--- config.mk ---
export PLATFORM = sky130hd
export DESIGN_NAME = pos_cart_cmd_arbiter_flat
export DESIGN_NICKNAME = d
export VERILOG_FILES = /design/src/rtl/pos_pkg.sv /design/src/rtl/pos_cart_cmd_arbiter_if.sv /design/src/rtl/pos_rr_arb2.sv /design/src/rtl/pos_cart_cmd_arbiter.sv /design/src/flat_wrapper.sv
export SDC_FILE = /design/constraint.sdc
export NUM_CORES = 1
export LEC_CHECK = 0
export ABC_AREA = 1
export CAP_MARGIN = 20
export CORE_ASPECT_RATIO = 0.5
export CORE_MARGIN = 5
export CORE_UTILIZATION = 39
export CTS_CLUSTER_DIAMETER = 80
export CTS_CLUSTER_SIZE = 40
export DETAILED_ROUTE_END_ITERATION = 12
export GPL_TIMING_DRIVEN = 1
export PLACE_DENSITY = 0.75
export SKIP_LAST_GASP = 1
export SLEW_MARGIN = 20
export SYNTH_ARGS = -nofsm -noshare
export SYNTH_HDL_FRONTEND = slang
export SYNTH_SLANG_ARGS = --single-unit
--- constraint.sdc ---
create_clock -name clk -period 1.75 [get_ports clk]
set_input_delay 0.35 -clock clk [delete_from_list [all_inputs] [get_ports clk]]
set_output_delay 0.35 -clock clk [all_outputs]
set_load 0.1 [all_outputs]
--- src/rtl/pos_pkg.sv ---
// Shared POS cart definitions: op/response encodings, arbiter FSM states and
// the item field widths used by both the arbiter and the cart datapath.
package pos_pkg;

  localparam int POS_ID_W    = 16;
  localparam int POS_AMT_W   = 4;
  localparam int POS_MAX_AMT = 4;

  localparam logic OP_ADD    = 1'b0;
  localparam logic OP_REMOVE = 1'b1;

  localparam logic [1:0] RSP_OK      = 2'b00;
  localparam logic [1:0] RSP_REJ     = 2'b01;
  localparam logic [1:0] RSP_TIMEOUT = 2'b10;
  localparam logic [1:0] RSP_LOCKED  = 2'b11;

  typedef enum logic [1:0] {
    ST_IDLE  = 2'd0,
    ST_ISSUE = 2'd1,
    ST_WAIT  = 2'd2,
    ST_RESP  = 2'd3
  } arb_state_e;

endpackage

--- src/rtl/pos_cart_cmd_arbiter_if.sv ---
// Requester, cart and status signals of the cart command arbiter.
// master = arbiter side, slave = requesters/cart/observer side.
interface pos_cart_cmd_arbiter_if
  import pos_pkg::*;
#(
  parameter int ID_W  = POS_ID_W,
  parameter int AMT_W = POS_AMT_W
);
  // Handshakes: a requester holds req_valid and its fields until req_ready
  // pulses; cart_cmd_* is held stable while cart_cmd_valid && !cart_cmd_ready.
  logic [1:0]         req_valid;
  logic [1:0]         req_op;
  logic [2*ID_W-1:0]  req_id;
  logic [2*AMT_W-1:0] req_amt;
  logic [1:0]         req_ready;
  logic [1:0]         rsp_valid;
  logic [1:0]         rsp_code;
  logic               cart_cmd_valid;
  logic               cart_cmd_ready;
  logic               cart_cmd_op;
  logic [ID_W-1:0]    cart_cmd_id;
  logic [AMT_W-1:0]   cart_cmd_amt;
  logic               cart_done;
  logic               cart_success;
  logic               lock;
  logic               busy;
  logic               grant_idx;
  arb_state_e         dbg_state;

  modport master (
    input  req_valid, req_op, req_id, req_amt, cart_cmd_ready, cart_done,
           cart_success, lock,
    output req_ready, rsp_valid, rsp_code, cart_cmd_valid, cart_cmd_op,
           cart_cmd_id, cart_cmd_amt, busy, grant_idx, dbg_state
  );

  modport slave (
    output req_valid, req_op, req_id, req_amt, cart_cmd_ready, cart_done,
           cart_success, lock,
    input  req_ready, rsp_valid, rsp_code, cart_cmd_valid, cart_cmd_op,
           cart_cmd_id, cart_cmd_amt, busy, grant_idx, dbg_state
  );

endinterface

--- src/rtl/pos_rr_arb2.sv ---
// Two-way round-robin grant; the preferred requester flips to the other one
// whenever a transaction completes.
module pos_rr_arb2 (
  input  logic       clk,
  input  logic       rst,
  input  logic [1:0] req,
  input  logic       done,
  input  logic       done_idx,
  output logic       gnt_idx,
  output logic       gnt_any
);

  logic ptr_q, ptr_d;

  always_comb begin
    ptr_d = ptr_q;
    if (done) ptr_d = ~done_idx;
  end

  always_ff @(posedge clk or posedge rst) begin
    if (rst) ptr_q <= 1'b0;
    else     ptr_q <= ptr_d;
  end

  assign gnt_any = |req;
  assign gnt_idx = req[ptr_q] ? ptr_q : ~ptr_q;

endmodule

--- src/rtl/pos_cart_cmd_arbiter.sv ---
// Shares the cart-update port between scanner and keypad: one validated
// command in flight at a time, bounded by a timeout, answered per requester.
module pos_cart_cmd_arbiter
  import pos_pkg::*;
#(
  parameter int ID_W        = POS_ID_W,
  parameter int AMT_W       = POS_AMT_W,
  parameter int MAX_AMT     = POS_MAX_AMT,
  parameter int TIMEOUT_CYC = 15
) (
  input logic clk,
  input logic rst,
  pos_cart_cmd_arbiter_if.master bus
);

  localparam logic [AMT_W-1:0] MAX_AMT_V = AMT_W'(MAX_AMT);
  localparam logic [7:0]       TMO_LAST  = 8'(TIMEOUT_CYC - 1);

  arb_state_e       state_q, state_d;
  logic             op_q, op_d;
  logic [ID_W-1:0]  id_q, id_d;
  logic [AMT_W-1:0] amt_q, amt_d;
  logic             gnt_q, gnt_d;
  logic [1:0]       code_q, code_d;
  logic [7:0]       cnt_q, cnt_d;

  logic             arb_gnt, arb_any, rsp_fire;
  logic             sel_op, sel_bad;
  logic [ID_W-1:0]  sel_id;
  logic [AMT_W-1:0] sel_amt;

  assign rsp_fire = (state_q == ST_RESP);

  pos_rr_arb2 u_rr (
    .clk      (clk),
    .rst      (rst),
    .req      (bus.req_valid),
    .done     (rsp_fire),
    .done_idx (gnt_q),
    .gnt_idx  (arb_gnt),
    .gnt_any  (arb_any)
  );

  always_comb begin
    sel_op  = bus.req_op[arb_gnt];
    sel_id  = arb_gnt ? bus.req_id[2*ID_W-1:ID_W] : bus.req_id[ID_W-1:0];
    sel_amt = arb_gnt ? bus.req_amt[2*AMT_W-1:AMT_W] : bus.req_amt[AMT_W-1:0];
    sel_bad = (sel_id == '0) ||
              ((sel_op == OP_ADD) && ((sel_amt == '0) || (sel_amt > MAX_AMT_V)));
  end

  always_comb begin
    state_d = state_q;
    op_d    = op_q;
    id_d    = id_q;
    amt_d   = amt_q;
    gnt_d   = gnt_q;
    code_d  = code_q;
    cnt_d   = cnt_q;
    unique case (state_q)
      ST_IDLE: begin
        if (arb_any) begin
          gnt_d = arb_gnt;
          op_d  = sel_op;
          id_d  = sel_id;
          amt_d = (sel_op == OP_REMOVE) ? '0 : sel_amt;
          cnt_d = '0;
          // lock is only looked at here; it outranks validation
          if (bus.lock) begin
            code_d  = RSP_LOCKED;
            state_d = ST_RESP;
          end else if (sel_bad) begin
            code_d  = RSP_REJ;
            state_d = ST_RESP;
          end else begin
            state_d = ST_ISSUE;
          end
        end
      end
      ST_ISSUE: begin
        cnt_d = cnt_q + 8'd1;
        if (cnt_q == TMO_LAST) begin
          code_d  = RSP_TIMEOUT;
          state_d = ST_RESP;
        end else if (bus.cart_cmd_ready) begin
          state_d = ST_WAIT;
        end
      end
      ST_WAIT: begin
        cnt_d = cnt_q + 8'd1;
        // a done on the limit cycle still reports the cart's own result
        if (bus.cart_done) begin
          code_d  = bus.cart_success ? RSP_OK : RSP_REJ;
          state_d = ST_RESP;
        end else if (cnt_q == TMO_LAST) begin
          code_d  = RSP_TIMEOUT;
          state_d = ST_RESP;
        end
      end
      ST_RESP: state_d = ST_IDLE;
      default: state_d = ST_IDLE;
    endcase
  end

  always_ff @(posedge clk or posedge rst) begin
    if (rst) begin
      state_q <= ST_IDLE;
      op_q    <= 1'b0;
      id_q    <= '0;
      amt_q   <= '0;
      gnt_q   <= 1'b0;
      code_q  <= 2'b00;
      cnt_q   <= '0;
    end else begin
      state_q <= state_d;
      op_q    <= op_d;
      id_q    <= id_d;
      amt_q   <= amt_d;
      gnt_q   <= gnt_d;
      code_q  <= code_d;
      cnt_q   <= cnt_d;
    end
  end

  // req_ready is combinational from req_valid, so it is masked during reset
  assign bus.req_ready = (!rst && state_q == ST_IDLE && arb_any) ?
                         (arb_gnt ? 2'b10 : 2'b01) : 2'b00;
  assign bus.rsp_valid      = rsp_fire ? (gnt_q ? 2'b10 : 2'b01) : 2'b00;
  assign bus.rsp_code       = rsp_fire ? code_q : 2'b00;
  assign bus.cart_cmd_valid = (state_q == ST_ISSUE);
  assign bus.cart_cmd_op    = op_q;
  assign bus.cart_cmd_id    = id_q;
  assign bus.cart_cmd_amt   = amt_q;
  assign bus.busy           = (state_q != ST_IDLE);
  assign bus.grant_idx      = gnt_q;
  assign bus.dbg_state      = state_q;

endmodule

--- src/flat_wrapper.sv ---
// flat-port wrapper written by rule: the top's interface ports become plain ports
module pos_cart_cmd_arbiter_flat import pos_pkg::*;
#(
  parameter int ID_W        = POS_ID_W,
  parameter int AMT_W       = POS_AMT_W,
  parameter int MAX_AMT     = POS_MAX_AMT,
  parameter int TIMEOUT_CYC = 15
)
  (clk, rst, bus_req_valid, bus_req_op, bus_req_id, bus_req_amt, bus_cart_cmd_ready, bus_cart_done, bus_cart_success, bus_lock, bus_req_ready, bus_rsp_valid, bus_rsp_code, bus_cart_cmd_valid, bus_cart_cmd_op, bus_cart_cmd_id, bus_cart_cmd_amt, bus_busy, bus_grant_idx, bus_dbg_state);
  pos_cart_cmd_arbiter_if #(.ID_W(ID_W), .AMT_W(AMT_W)) bus_i ();
  input logic clk;
  input logic rst;
  input wire logic [$bits(bus_i.req_valid)-1:0] bus_req_valid;
  input wire logic [$bits(bus_i.req_op)-1:0] bus_req_op;
  input wire logic [$bits(bus_i.req_id)-1:0] bus_req_id;
  input wire logic [$bits(bus_i.req_amt)-1:0] bus_req_amt;
  input wire logic [$bits(bus_i.cart_cmd_ready)-1:0] bus_cart_cmd_ready;
  input wire logic [$bits(bus_i.cart_done)-1:0] bus_cart_done;
  input wire logic [$bits(bus_i.cart_success)-1:0] bus_cart_success;
  input wire logic [$bits(bus_i.lock)-1:0] bus_lock;
  output wire logic [$bits(bus_i.req_ready)-1:0] bus_req_ready;
  output wire logic [$bits(bus_i.rsp_valid)-1:0] bus_rsp_valid;
  output wire logic [$bits(bus_i.rsp_code)-1:0] bus_rsp_code;
  output wire logic [$bits(bus_i.cart_cmd_valid)-1:0] bus_cart_cmd_valid;
  output wire logic [$bits(bus_i.cart_cmd_op)-1:0] bus_cart_cmd_op;
  output wire logic [$bits(bus_i.cart_cmd_id)-1:0] bus_cart_cmd_id;
  output wire logic [$bits(bus_i.cart_cmd_amt)-1:0] bus_cart_cmd_amt;
  output wire logic [$bits(bus_i.busy)-1:0] bus_busy;
  output wire logic [$bits(bus_i.grant_idx)-1:0] bus_grant_idx;
  output wire logic [$bits(bus_i.dbg_state)-1:0] bus_dbg_state;
  assign bus_i.req_valid = bus_req_valid;
  assign bus_i.req_op = bus_req_op;
  assign bus_i.req_id = bus_req_id;
  assign bus_i.req_amt = bus_req_amt;
  assign bus_i.cart_cmd_ready = bus_cart_cmd_ready;
  assign bus_i.cart_done = bus_cart_done;
  assign bus_i.cart_success = bus_cart_success;
  assign bus_i.lock = bus_lock;
  assign bus_req_ready = bus_i.req_ready;
  assign bus_rsp_valid = bus_i.rsp_valid;
  assign bus_rsp_code = bus_i.rsp_code;
  assign bus_cart_cmd_valid = bus_i.cart_cmd_valid;
  assign bus_cart_cmd_op = bus_i.cart_cmd_op;
  assign bus_cart_cmd_id = bus_i.cart_cmd_id;
  assign bus_cart_cmd_amt = bus_i.cart_cmd_amt;
  assign bus_busy = bus_i.busy;
  assign bus_grant_idx = bus_i.grant_idx;
  assign bus_dbg_state = bus_i.dbg_state;
  pos_cart_cmd_arbiter #(.ID_W(ID_W), .AMT_W(AMT_W), .MAX_AMT(MAX_AMT), .TIMEOUT_CYC(TIMEOUT_CYC)) u_core (.clk(clk), .rst(rst), .bus(bus_i));
endmodule
==> impl_metrics.prom, run 1 <==
# TYPE chip_impl_metric gauge
chip_impl_info{name="violations",value="setup timing"} 1
chip_impl_metric{name="finalSetupViolCount",unit=""} 10
chip_impl_metric{name="multiInputGateArea",unit="um^2"} 1280
chip_impl_metric{name="numPortBuffers",unit=""} 81
chip_impl_metric{name="fraction_of_final_layout_cells_with_drive_strength_greater_than_1",unit="%"} 35.6
chip_impl_info{name="layout_common_cells",value="sky130_fd_sc_hd__nand2_1 (59), sky130_fd_sc_hd__clkdlybuf4s50_1 (47), sky130_fd_sc_hd__buf_4 (36)"} 1
chip_impl_metric{name="clk_path_buf_depth",unit=""} 2
chip_impl_metric{name="drcViolationCount",unit=""} 0
chip_impl_metric{name="grt_pass1_vias",unit=""} 2451
chip_impl_metric{name="grt_pass1_wl",unit="um"} 10900
chip_impl_metric{name="average_wire_per_standard_cell",unit="um"} 16.9
chip_impl_info{name="hold_path_end",value="u_core.code_q[0]"} 1
chip_impl_info{name="run_status",value="finished, violations left"} 1
chip_impl_metric{name="floorplan.initialDensity",unit="%"} 40.9
chip_impl_metric{name="register_to_register_setup_slack",unit="ns"} -0.10
chip_impl_metric{name="critical_path_required",unit="ns"} 1.40
chip_impl_info{name="critical_path_start_end_classification",value="reg -> out"} 1
chip_impl_metric{name="tightestPinTransition",unit="ns"} 0.332
chip_impl_metric{name="max_capacitance_violation_total",unit=""} 0
chip_impl_metric{name="clk_pin_slew_worst_paths",unit="ns"} 0.07
chip_impl_info{name="worstReg2RegStart",value="u_core.u_rr.ptr_q"} 1
chip_impl_metric{name="finalWeightedCongestion",unit=""} 0.872
chip_impl_metric{name="detailroute.via_count",unit=""} 2453
chip_impl_metric{name="postRouteAntennaNets",unit=""} 0
chip_impl_metric{name="insertedDiodeCount",unit=""} 0
chip_impl_metric{name="final_core_util",unit="%"} 80.1
chip_impl_info{name="critPathSlowestCell",value="sky130_fd_sc_hd__dfrtp_2"} 1
chip_impl_metric{name="die_h",unit="um"} 61.3
chip_impl_info{name="worstPathCellList",value="inv_4 -> nand2_4 -> nand2_4 -> buf_4 -> nor3_4 -> buf_12"} 1
chip_impl_metric{name="sequential_cell_area",unit="um^2"} 886
chip_impl_info{name="rsz0062_at_grt",value="true"} 1
chip_impl_metric{name="final_hold_viol_count",unit=""} 0
chip_impl_metric{name="rr_worst_depth",unit=""} 13
chip_impl_metric{name="count_of_pins_on_the_block_boundary",unit=""} 82
chip_impl_metric{name="layout.filler_cells",unit=""} 281
chip_impl_info{name="setup.worst_path.start_class",value="flop"} 1
chip_impl_metric{name="dr.first_iter.drc_count",unit=""} 140
chip_impl_metric{name="netlist_area_pre_place",unit="um^2"} 2060
chip_impl_metric{name="core-area",unit="um^2"} 5020
chip_impl_info{name="worstHoldStart",value="u_core.code_q[0]"} 1
chip_impl_info{name="min_path_type",value="reg -> reg"} 1
chip_impl_metric{name="synth_cell_type_count",unit=""} 29
chip_impl_metric{name="htreeDepth",unit=""} 2
chip_impl_metric{name="setup-tns-final",unit="ns"} -0.584
chip_impl_info{name="worst_path_dominant_cell_family",value="flip-flops"} 1
chip_impl_metric{name="maxClockFrequency",unit="GHz"} 0.527
chip_impl_metric{name="grt_antenna_before_repair",unit=""} 0
chip_impl_metric{name="detailed_place_hpwl",unit="um"} 5020
chip_impl_metric{name="final_period_minus_worst_setup_slack",unit="ns"} 1.90
chip_impl_metric{name="routed_wirelength",unit="um"} 8040
chip_impl_metric{name="drt-vias-per-instance",unit=""} 5.14
chip_impl_metric{name="area_delta_synth_final",unit="%"} 95.6
chip_impl_metric{name="track_usage",unit="%"} 19.8
chip_impl_metric{name="synth-seq-area-share",unit="%"} 42.6
chip_impl_metric{name="ys_ff_latch",unit=""} 35
chip_impl_info{name="critical_path.reg2reg.endpoint",value="u_core.code_q[1]"} 1
chip_impl_metric{name="nNetsFinal",unit=""} 464
chip_impl_info{name="critical_path.endpoint_type",value="output port"} 1
chip_impl_metric{name="fp-row-count",unit=""} 18
chip_impl_metric{name="first_pass_iters",unit=""} 4
chip_impl_metric{name="slew_headroom",unit="%"} 77.8
chip_impl_metric{name="whs_path_depth",unit=""} 2
chip_impl_metric{name="cts.sink_count",unit=""} 35
chip_impl_metric{name="cp_num_buf_inv",unit=""} 3
chip_impl_metric{name="critical_path_peak_fanout",unit=""} 3
chip_impl_metric{name="die_boundary_width",unit="um"} 113
chip_impl_metric{name="finClkSkew",unit="ns"} 0.00530
chip_impl_metric{name="grt_start_max_net_pins",unit=""} 36
chip_impl_metric{name="cts-buffers-inserted",unit=""} 5
chip_impl_info{name="critPathMostFrequentCell",value="sky130_fd_sc_hd__nand2_4"} 1
chip_impl_metric{name="drv_slew",unit=""} 0
chip_impl_info{name="mostFrequentLayoutCell",value="sky130_fd_sc_hd__nand2_1"} 1
chip_impl_metric{name="synthesis.nets",unit=""} 338
chip_impl_metric{name="synthCells",unit=""} 281
chip_impl_metric{name="post-route-period-util",unit="%"} 108
chip_impl_metric{name="yosysWarnings",unit=""} 0
chip_impl_metric{name="clock_insertion_delay_worst_skew",unit="ns"} 0.29
chip_impl_metric{name="worstPathArrival",unit="ns"} 1.55
chip_impl_info{name="clockRootBuffer",value="sky130_fd_sc_hd__clkbuf_8"} 1
chip_impl_metric{name="die_area",unit="um^2"} 6910
chip_impl_info{name="clock_tree_from_tritoncts",value="yes"} 1
chip_impl_metric{name="syn_area_per_cell",unit="um^2"} 7.32
chip_impl_metric{name="cpPeakStageDelay",unit="ns"} 0.44
chip_impl_metric{name="grt.overflow.total",unit=""} 0
chip_impl_metric{name="final_critical_path_setup_slack",unit="ns"} -0.148
-- synth_stat cells --
cell                       instances  area (um^2)
sky130_fd_sc_hd__nand2_1          79          297
sky130_fd_sc_hd__nor2_1           37          139
sky130_fd_sc_hd__dfrtp_1          35          876
sky130_fd_sc_hd__inv_1            28          105
sky130_fd_sc_hd__nand3_1          24          120
sky130_fd_sc_hd__a31oi_1          16          100
sky130_fd_sc_hd__o21ai_0          13         65.1
sky130_fd_sc_hd__ha_1              7         87.6
sky130_fd_sc_hd__nor3_1            7         35.0
sky130_fd_sc_hd__a21oi_1           6         30.0
sky130_fd_sc_hd__clkbuf_1          4         15.0
sky130_fd_sc_hd__nand2_2           4         25.0
sky130_fd_sc_hd__buf_6             2         22.5
sky130_fd_sc_hd__nand2_4           2         22.5
sky130_fd_sc_hd__nand3b_1          2         15.0
sky130_fd_sc_hd__nor3b_1           2         15.0
sky130_fd_sc_hd__and2_1            1         6.26
sky130_fd_sc_hd__buf_2             1         5.00
sky130_fd_sc_hd__clkinv_1          1         3.75
sky130_fd_sc_hd__inv_2             1         3.75
sky130_fd_sc_hd__mux2i_1           1         10.0
sky130_fd_sc_hd__nand3_2           1         10.0
sky130_fd_sc_hd__nand4_1           1         6.26
sky130_fd_sc_hd__o211ai_1          1         7.51
sky130_fd_sc_hd__o21a_1            1         7.51
sky130_fd_sc_hd__o21ai_1           1         5.00
sky130_fd_sc_hd__o21ai_2           1         8.76
sky130_fd_sc_hd__o22ai_1           1         6.26
sky130_fd_sc_hd__or2_2             1         6.26
-- how the worst max path moves through the flow --
stage,start,to,slack (ns),depth (start not counted)
after floorplan,u_core.bus.dbg_state[1],bus_req_ready[0],-0.53,5
after global placement,bus_req_valid[1],bus_req_ready[1],-0.37,7
after detailed placement,bus_req_valid[1],u_core.bus.dbg_state[1],-0.43,11
after CTS,u_core.bus.dbg_state[1],bus_req_ready[1],-0.10,5
after global routing,u_core.u_rr.ptr_q,u_core.code_q[0],-0.20,13
final,u_core.u_rr.ptr_q,bus_req_ready[1],-0.15,6
-- metrics by stage --
stage / hold slack, ns / cells / setup slack [ns] / cell area (um^2)
finish: 0.534 / 477 / -0.148 / 4020
global route: 0.572 / 477 / -0.201 / 4020
CTS: 0.526 / 471 / -0.104 / 3750
detailed placement: 0.508 / 453 / -0.431 / 3550
global placement: 0.491 / 453 / -0.374 / 3550
floorplan: 0.463 / 281 / -0.533 / 2150
-- repair_timing --
action | 4_1_cts | 5_1_grt
pin swaps | 4 | 15
endpoints found under the setup margin | 16 | 17
gates resized for setup | 8 | 51
setup buffers | 11 | 3
hold buffers | 0 | 0
gates cloned | 0 | 3
-- cell families (layout without fill, tap and decap cells) --
group,count (synthesis),after routing,synth area share [%]
flip-flops,35,35,42.6
multiplexers,1,1,0.487
adder cells (fa/ha/maj),7,7,4.26
buffers and inverters,37,162,7.55
AND/OR/NAND/NOR,161,162,33.9
AO/OA/AOI/OAI,40,40,11.2
-- tightest hold or removal path, cell delays in order, from the launching register on --
cell and delay [ns]:
sky130_fd_sc_hd__dfrtp_1 0.38, sky130_fd_sc_hd__nand2_1 0.07, sky130_fd_sc_hd__nand2_1 0.05
-- registers in the layout, indices dropped and copies added (netlist names) --
name,count
u_core.bus.cart_cmd_id,16
u_core.cnt_q,8
u_core.bus.cart_cmd_amt,4
u_core.bus.dbg_state,2
u_core.code_q,2
u_core.bus.cart_cmd_op,1
u_core.bus.grant_idx,1
u_core.u_rr.ptr_q,1
-- layout make-up --
| cell class | instances | area share, % |
|---|---|---|
| Timing Repair Buffer | 125 | 38.5 |
| Multi-Input combinational cell | 210 | 31.8 |
| Sequential cell | 35 | 22.0 |
| Inverter | 30 | 3.36 |
| Tap cell | 70 | 2.18 |
| Clock buffer | 6 | 2.05 |
| Clock inverter | 1 | 0.124 |
-- layer usage --
layer	routed length (um)	up-vias	track usage, %
li1	-	1169	-
met4	162	0	4.62
met3	367	15	3.83
met2	4340	84	41.6
met1	3170	1185	21.1
met5	0	-	0
Power of run 1 is not shown: default switching activity piles up to over one toggle a cycle in this logic, so the estimate is an artifact.
==> inputs of run 2 (changes only) <==
--- a/config.mk
+++ b/config.mk
@@ -13,7 +13,7 @@
 export CTS_CLUSTER_DIAMETER = 80
 export CTS_CLUSTER_SIZE = 40
 export DETAILED_ROUTE_END_ITERATION = 12
-export GPL_TIMING_DRIVEN = 1
+export GPL_TIMING_DRIVEN = 0
 export PLACE_DENSITY = 0.75
 export SKIP_LAST_GASP = 1
 export SLEW_MARGIN = 20
==> impl_metrics.prom, run 2 (synthesis results as in run 1) <==
# TYPE chip_impl_metric gauge
chip_impl_metric{name="pre_cts_ws",unit="ns"} -1.31
chip_impl_metric{name="fraction_of_final_layout_cells_with_drive_strength_greater_than_1",unit="%"} 35.6
chip_impl_info{name="layout_common_cells",value="sky130_fd_sc_hd__nand2_1 (53), sky130_fd_sc_hd__clkdlybuf4s50_1 (47), sky130_fd_sc_hd__dfrtp_1 (31)"} 1
chip_impl_metric{name="first_pass_iters",unit=""} 4
chip_impl_metric{name="cts.sink_count",unit=""} 35
chip_impl_metric{name="layout.filler_cells",unit=""} 353
chip_impl_info{name="clockRootBuffer",value="sky130_fd_sc_hd__clkbuf_8"} 1
chip_impl_metric{name="numPortBuffers",unit=""} 81
chip_impl_metric{name="grt_pass1_wl",unit="um"} 9760
chip_impl_metric{name="core-area",unit="um^2"} 5020
chip_impl_metric{name="die_h",unit="um"} 61.3
chip_impl_metric{name="area_delta_synth_final",unit="%"} 79.1
chip_impl_metric{name="detailroute.via_count",unit=""} 2323
chip_impl_metric{name="finClkSkew",unit="ns"} 0.00580
chip_impl_metric{name="clock_insertion_delay_worst_skew",unit="ns"} 0.29
chip_impl_metric{name="detailed_place_hpwl",unit="um"} 4660
chip_impl_metric{name="setup-tns-final",unit="ns"} -1.22
chip_impl_metric{name="max_reg_flops",unit=""} 16
chip_impl_metric{name="average_wire_per_standard_cell",unit="um"} 14.7
chip_impl_metric{name="die_area",unit="um^2"} 6910
chip_impl_info{name="worstHoldStart",value="u_core.bus.cart_cmd_amt[1]"} 1
chip_impl_metric{name="worstPathArrival",unit="ns"} 1.63
chip_impl_info{name="clock_tree_from_tritoncts",value="yes"} 1
chip_impl_info{name="worstPathCellList",value="inv_4 -> ha_4 -> nand2_4 -> clkbuf_16 -> nor3_4 -> buf_12"} 1
chip_impl_info{name="worst_path_dominant_cell_family",value="flip-flops"} 1
chip_impl_metric{name="cts-buffers-inserted",unit=""} 5
chip_impl_metric{name="grt_pass1_vias",unit=""} 2135
chip_impl_metric{name="cp_num_buf_inv",unit=""} 3
chip_impl_metric{name="finalSetupViolCount",unit=""} 14
chip_impl_info{name="worstReg2RegStart",value="u_core.u_rr.ptr_q"} 1
chip_impl_metric{name="final_hold_viol_count",unit=""} 0
chip_impl_metric{name="drcViolationCount",unit=""} 0
chip_impl_metric{name="postRouteAntennaNets",unit=""} 0
chip_impl_metric{name="routed_wirelength",unit="um"} 6870
chip_impl_metric{name="sequential_cell_area",unit="um^2"} 886
chip_impl_info{name="run_status",value="finished, violations left"} 1
chip_impl_metric{name="dr.first_iter.drc_count",unit=""} 85
chip_impl_metric{name="grt_start_max_net_pins",unit=""} 36
chip_impl_metric{name="fp-row-count",unit=""} 18
chip_impl_metric{name="nNetsFinal",unit=""} 452
chip_impl_metric{name="multiInputGateArea",unit="um^2"} 1270
chip_impl_metric{name="tightestPinTransition",unit="ns"} 0.951
chip_impl_info{name="min_path_type",value="reg -> reg"} 1
chip_impl_metric{name="drt-vias-per-instance",unit=""} 4.98
chip_impl_info{name="critPathSlowestCell",value="sky130_fd_sc_hd__dfrtp_4"} 1
chip_impl_info{name="violations",value="setup timing"} 1
chip_impl_metric{name="grt.overflow.total",unit=""} 0
chip_impl_metric{name="floorplan.initialDensity",unit="%"} 40.9
chip_impl_metric{name="count_of_pins_on_the_block_boundary",unit=""} 82
chip_impl_metric{name="max_capacitance_violation_total",unit=""} 0
chip_impl_metric{name="track_usage",unit="%"} 17.9
chip_impl_metric{name="clk_pin_slew_worst_paths",unit="ns"} 0.07
chip_impl_metric{name="slew_headroom",unit="%"} 36.8
chip_impl_info{name="setup.worst_path.start_class",value="flop"} 1
chip_impl_metric{name="critical_path_required",unit="ns"} 1.40
chip_impl_metric{name="grt_antenna_before_repair",unit=""} 0
chip_impl_info{name="mostFrequentLayoutCell",value="sky130_fd_sc_hd__nand2_1"} 1
chip_impl_metric{name="cpPeakStageDelay",unit="ns"} 0.49
chip_impl_metric{name="final_critical_path_setup_slack",unit="ns"} -0.227
chip_impl_metric{name="htreeDepth",unit=""} 2
chip_impl_info{name="rsz0062_at_grt",value="true"} 1
chip_impl_metric{name="drv_slew",unit=""} 0
chip_impl_metric{name="register_to_register_setup_slack",unit="ns"} -0.08
chip_impl_metric{name="critical_path_peak_fanout",unit=""} 3
chip_impl_metric{name="final_period_minus_worst_setup_slack",unit="ns"} 1.98
chip_impl_metric{name="insertedDiodeCount",unit=""} 0
chip_impl_info{name="critical_path.reg2reg.endpoint",value="u_core.code_q[0]"} 1
chip_impl_info{name="hold_path_end",value="u_core.bus.cart_cmd_amt[1]"} 1
chip_impl_info{name="critical_path_start_end_classification",value="reg -> out"} 1
chip_impl_metric{name="maxClockFrequency",unit="GHz"} 0.506
chip_impl_metric{name="die_boundary_width",unit="um"} 113
chip_impl_metric{name="clk_path_buf_depth",unit=""} 2
chip_impl_metric{name="whs",unit="ns"} 0.490
chip_impl_metric{name="whs_path_depth",unit=""} 2
chip_impl_metric{name="rr_worst_depth",unit=""} 13
chip_impl_metric{name="post-route-period-util",unit="%"} 113
chip_impl_info{name="critical_path.endpoint_type",value="output port"} 1
chip_impl_metric{name="finalWeightedCongestion",unit=""} 0.855
run 2: changes by cell type in the layout (fill, tap and decap cells not counted), moves of 3 or more:
cell                              delta
sky130_fd_sc_hd__nand2_2             +5
sky130_fd_sc_hd__nand3_1             +6
sky130_fd_sc_hd__buf_4              -13
sky130_fd_sc_hd__nand3_2             -7
sky130_fd_sc_hd__inv_1               -4
sky130_fd_sc_hd__inv_2               +3
sky130_fd_sc_hd__clkbuf_2            +3
sky130_fd_sc_hd__nand2_1             -6
sky130_fd_sc_hd__clkdlybuf4s15_2    +22
sky130_fd_sc_hd__o21ai_1             -3
sky130_fd_sc_hd__buf_12             -28
run 2: layout make-up:
class | instances | share of cell area, %
multi-input cells | 209 | 34.5
well taps | 70 | 2.38
repair buffers | 108 | 30.5
plain buffers | 6 | 2.17
flip-flops and latches | 35 | 24.1
inverters | 30 | 3.74
clock buffers | 8 | 2.72
run 2: worst register-to-register path, delay by kind of cell, from the launching register on:
| family | cells | cell delay (ns) |
|---|---|---|
| DFF | 1 | 0.47 |
| and+or+nand+nor | 11 | 0.99 |
| buffers and inverters | 2 | 0.28 |
run 2: timing repair:
| item | in CTS | in global routing |
|---|---|---|
| pin swaps | 6 | 17 |
| gates cloned | 0 | 1 |
| buffers inserted | 9 | 17 |
| setup endpoints to repair | 43 | 34 |
| hold buffers | 0 | 0 |
| gates resized for setup | 145 | 69 |
run 2: metrics by stage:
step | area, um^2 | std cells | utilization, %
2_1_floorplan | 2150 | 281 | -
3_3_place_gp | 3050 | 432 | 60.7
3_5_place_dp | 3050 | 432 | 60.7
4_1_cts | 3320 | 448 | 66.2
5_1_grt | 3680 | 466 | 73.3
6_report | 3680 | 466 | 73.3
run 2: per-layer routing:
metal,wire (um),vias up,track usage (%)
met1,2920,1109,20.4
met2,3610,57,36.0
met4,91,0,3.94
met5,0,-,0
met3,249,12,3.34
li1,-,1145,-
run 2: worst max-delay path by stage:
stage                                  startpoint          endpoint  slack [ns]  cells after the start
after CTS                 u_core.bus.dbg_state[0]  bus_req_ready[0]       -0.24                      6
after global routing      u_core.bus.dbg_state[1]  bus_req_ready[0]       -0.29                      6
after detailed placement         bus_req_valid[1]  bus_req_ready[1]       -1.31                      7
final                     u_core.bus.dbg_state[1]  bus_req_ready[0]       -0.23                      6
after global placement           bus_req_valid[1]  bus_req_ready[1]       -1.28                      7
after floorplan           u_core.bus.dbg_state[1]  bus_req_ready[0]       -0.53                      5
Power of run 2 is left out for the same reason.
==> inputs of run 3 (changes only) <==
--- a/config.mk
+++ b/config.mk
@@ -10,7 +10,7 @@
 export CORE_ASPECT_RATIO = 0.5
 export CORE_MARGIN = 5
 export CORE_UTILIZATION = 39
-export CTS_CLUSTER_DIAMETER = 80
+export CTS_CLUSTER_DIAMETER = 30
 export CTS_CLUSTER_SIZE = 40
 export DETAILED_ROUTE_END_ITERATION = 12
 export GPL_TIMING_DRIVEN = 0
==> constraint.sdc (replaced) <==
create_clock -name clk -period 1.7 [get_ports clk]
set_input_delay 0.34 -clock clk [delete_from_list [all_inputs] [get_ports clk]]
set_output_delay 0.34 -clock clk [all_outputs]
set_load 0.1 [all_outputs]
==> impl_metrics.prom, run 3 (synthesis results as in run 1) <==
# TYPE chip_impl_metric gauge
chip_impl_metric{name="fp-row-count",unit=""} 18
chip_impl_metric{name="grt_antenna_before_repair",unit=""} 0
chip_impl_metric{name="area_delta_synth_final",unit="%"} 76.0
chip_impl_metric{name="die_area",unit="um^2"} 6910
chip_impl_metric{name="postRouteAntennaNets",unit=""} 0
chip_impl_info{name="mostFrequentLayoutCell",value="sky130_fd_sc_hd__nand2_1"} 1
chip_impl_metric{name="layout.filler_cells",unit=""} 373
chip_impl_metric{name="final_critical_path_setup_slack",unit="ns"} -0.271
chip_impl_metric{name="final_core_util",unit="%"} 72.0
chip_impl_metric{name="insertedDiodeCount",unit=""} 0
chip_impl_metric{name="max_reg_flops",unit=""} 16
chip_impl_metric{name="grt_pass1_wl",unit="um"} 10200
chip_impl_info{name="worstReg2RegStart",value="u_core.u_rr.ptr_q"} 1
chip_impl_metric{name="slew_headroom",unit="%"} 36.8
chip_impl_info{name="violations",value="setup timing"} 1
chip_impl_metric{name="final_hold_viol_count",unit=""} 0
chip_impl_info{name="rsz0062_at_grt",value="true"} 1
chip_impl_metric{name="first_pass_iters",unit=""} 4
chip_impl_metric{name="track_usage",unit="%"} 18.7
chip_impl_info{name="worstPathCellList",value="inv_4 -> ha_4 -> nand2_4 -> clkbuf_16 -> nor3_4 -> buf_12"} 1
chip_impl_info{name="worst_path_dominant_cell_family",value="flip-flops"} 1
chip_impl_info{name="setup.worst_path.start_class",value="flop"} 1
chip_impl_metric{name="rr_worst_depth",unit=""} 15
chip_impl_info{name="layout_common_cells",value="sky130_fd_sc_hd__nand2_1 (62), sky130_fd_sc_hd__clkdlybuf4s50_1 (47), sky130_fd_sc_hd__dfrtp_1 (31)"} 1
chip_impl_metric{name="dr.first_iter.drc_count",unit=""} 85
chip_impl_metric{name="numPortBuffers",unit=""} 81
chip_impl_metric{name="nNetsFinal",unit=""} 449
chip_impl_info{name="run_status",value="finished, violations left"} 1
chip_impl_metric{name="cp_num_buf_inv",unit=""} 3
chip_impl_metric{name="maxClockFrequency",unit="GHz"} 0.507
chip_impl_info{name="critical_path.endpoint_type",value="output port"} 1
chip_impl_metric{name="register_to_register_setup_slack",unit="ns"} -0.15
chip_impl_metric{name="floorplan.initialDensity",unit="%"} 40.9
chip_impl_metric{name="count_of_pins_on_the_block_boundary",unit=""} 82
chip_impl_metric{name="critical_path_required",unit="ns"} 1.36
chip_impl_metric{name="die_boundary_width",unit="um"} 113
chip_impl_info{name="clockRootBuffer",value="sky130_fd_sc_hd__clkbuf_8"} 1
chip_impl_metric{name="die_h",unit="um"} 61.3
chip_impl_info{name="clock_tree_from_tritoncts",value="yes"} 1
chip_impl_metric{name="grt_start_max_net_pins",unit=""} 36
chip_impl_metric{name="clk_path_buf_depth",unit=""} 2
chip_impl_metric{name="drt-vias-per-instance",unit=""} 5.03
chip_impl_metric{name="grt.overflow.total",unit=""} 0
chip_impl_metric{name="clock_insertion_delay_worst_skew",unit="ns"} 0.29
chip_impl_metric{name="grt_pass1_vias",unit=""} 2217
chip_impl_metric{name="fraction_of_final_layout_cells_with_drive_strength_greater_than_1",unit="%"} 32.8
chip_impl_metric{name="final_period_minus_worst_setup_slack",unit="ns"} 1.97
chip_impl_metric{name="finalWeightedCongestion",unit=""} 0.855
chip_impl_metric{name="drcViolationCount",unit=""} 0
chip_impl_metric{name="clk_pin_slew_worst_paths",unit="ns"} 0.07
chip_impl_metric{name="cpPeakStageDelay",unit="ns"} 0.49
chip_impl_info{name="hold_path_end",value="u_core.bus.cart_cmd_amt[1]"} 1
chip_impl_metric{name="finClkSkew",unit="ns"} 0.00786
chip_impl_metric{name="tightestPinTransition",unit="ns"} 0.952
chip_impl_metric{name="drv_slew",unit=""} 0
chip_impl_metric{name="detailed_place_hpwl",unit="um"} 4660
chip_impl_info{name="critical_path_start_end_classification",value="reg -> out"} 1
chip_impl_info{name="min_path_type",value="reg -> reg"} 1
chip_impl_metric{name="finalSetupViolCount",unit=""} 17
chip_impl_metric{name="critical_path_peak_fanout",unit=""} 3
chip_impl_metric{name="max_capacitance_violation_total",unit=""} 0
chip_impl_metric{name="core-area",unit="um^2"} 5020
chip_impl_metric{name="post-route-period-util",unit="%"} 116
chip_impl_metric{name="cts-buffers-inserted",unit=""} 5
chip_impl_info{name="worstHoldStart",value="u_core.bus.cart_cmd_amt[1]"} 1
chip_impl_metric{name="whs_path_depth",unit=""} 2
chip_impl_metric{name="average_wire_per_standard_cell",unit="um"} 14.9
chip_impl_info{name="critPathSlowestCell",value="sky130_fd_sc_hd__dfrtp_4"} 1
chip_impl_info{name="critical_path.reg2reg.endpoint",value="u_core.code_q[0]"} 1
chip_impl_metric{name="detailroute.via_count",unit=""} 2327
chip_impl_metric{name="worstPathArrival",unit="ns"} 1.63
chip_impl_metric{name="htreeDepth",unit=""} 2
chip_impl_metric{name="cts.sink_count",unit=""} 35
chip_impl_metric{name="routed_wirelength",unit="um"} 6890
[run 3: worst max path at each step]
stage               slack, ns                    start               end  cells past startpoint
finish                  -0.27  u_core.bus.dbg_state[1]  bus_req_ready[0]                      6
global route            -0.33  u_core.bus.dbg_state[1]  bus_req_ready[0]                      6
CTS                     -0.28  u_core.bus.dbg_state[0]  bus_req_ready[0]                      6
detailed placement      -1.34         bus_req_valid[1]  bus_req_ready[1]                      7
global placement        -1.31         bus_req_valid[1]  bus_req_ready[1]                      7
floorplan               -0.57  u_core.bus.dbg_state[1]  bus_req_ready[0]                      5
[run 3: metal layers]
| metal | vias to the layer above | track usage (%) | wire, um |
|---|---|---|---|
| li1 | 1134 | - | - |
| met1 | 1111 | 21.3 | 2790 |
| met2 | 68 | 37.3 | 3640 |
| met3 | 14 | 3.34 | 307 |
| met4 | 0 | 5.14 | 143 |
| met5 | - | 0 | 0 |
[run 3: what timing repair did]
item                                    in CTS  in global routing
gates resized for setup                    155                 50
pin swaps                                    9                 16
hold buffers                                 0                  0
endpoints found under the setup margin      46                 38
setup buffers                               17                  7
[run 3: area by class of cell]
type                            instances  area (um^2)  area share (%)
Buffer                                  6         72.6            2.01
Clock buffer                            8          100            2.77
Inverter                               30          138            3.80
Multi-Input combinational cell        209         1250            34.7
Sequential cell                        35          886            24.5
Tap cell                               70         87.6            2.42
Timing Repair Buffer                  105         1080            29.8
[run 3: worst min-delay path: cells and delay by family, from the launching register on]
family | cells | cell delay, ns
flip-flops | 1 | 0.35
AO/OA/AOI/OAI | 1 | 0.06
AND/OR/NAND/NOR | 1 | 0.05
[run 3: through the flow]
stage                     cells  setup slack, ns  hold WS, ns  instance area, um^2  TNS (ns)
after detailed placement    432            -1.34        0.479                 3050    -18.59
after CTS                   456           -0.276        0.496                 3420     -2.42
after floorplan             281           -0.573        0.463                 2150     -5.34
after global placement      432            -1.31        0.474                 3050    -32.71
final                       463           -0.271        0.490                 3620     -1.84
after global routing        463           -0.329        0.536                 3620     -3.48
Power of run 3 is left out for the same reason.
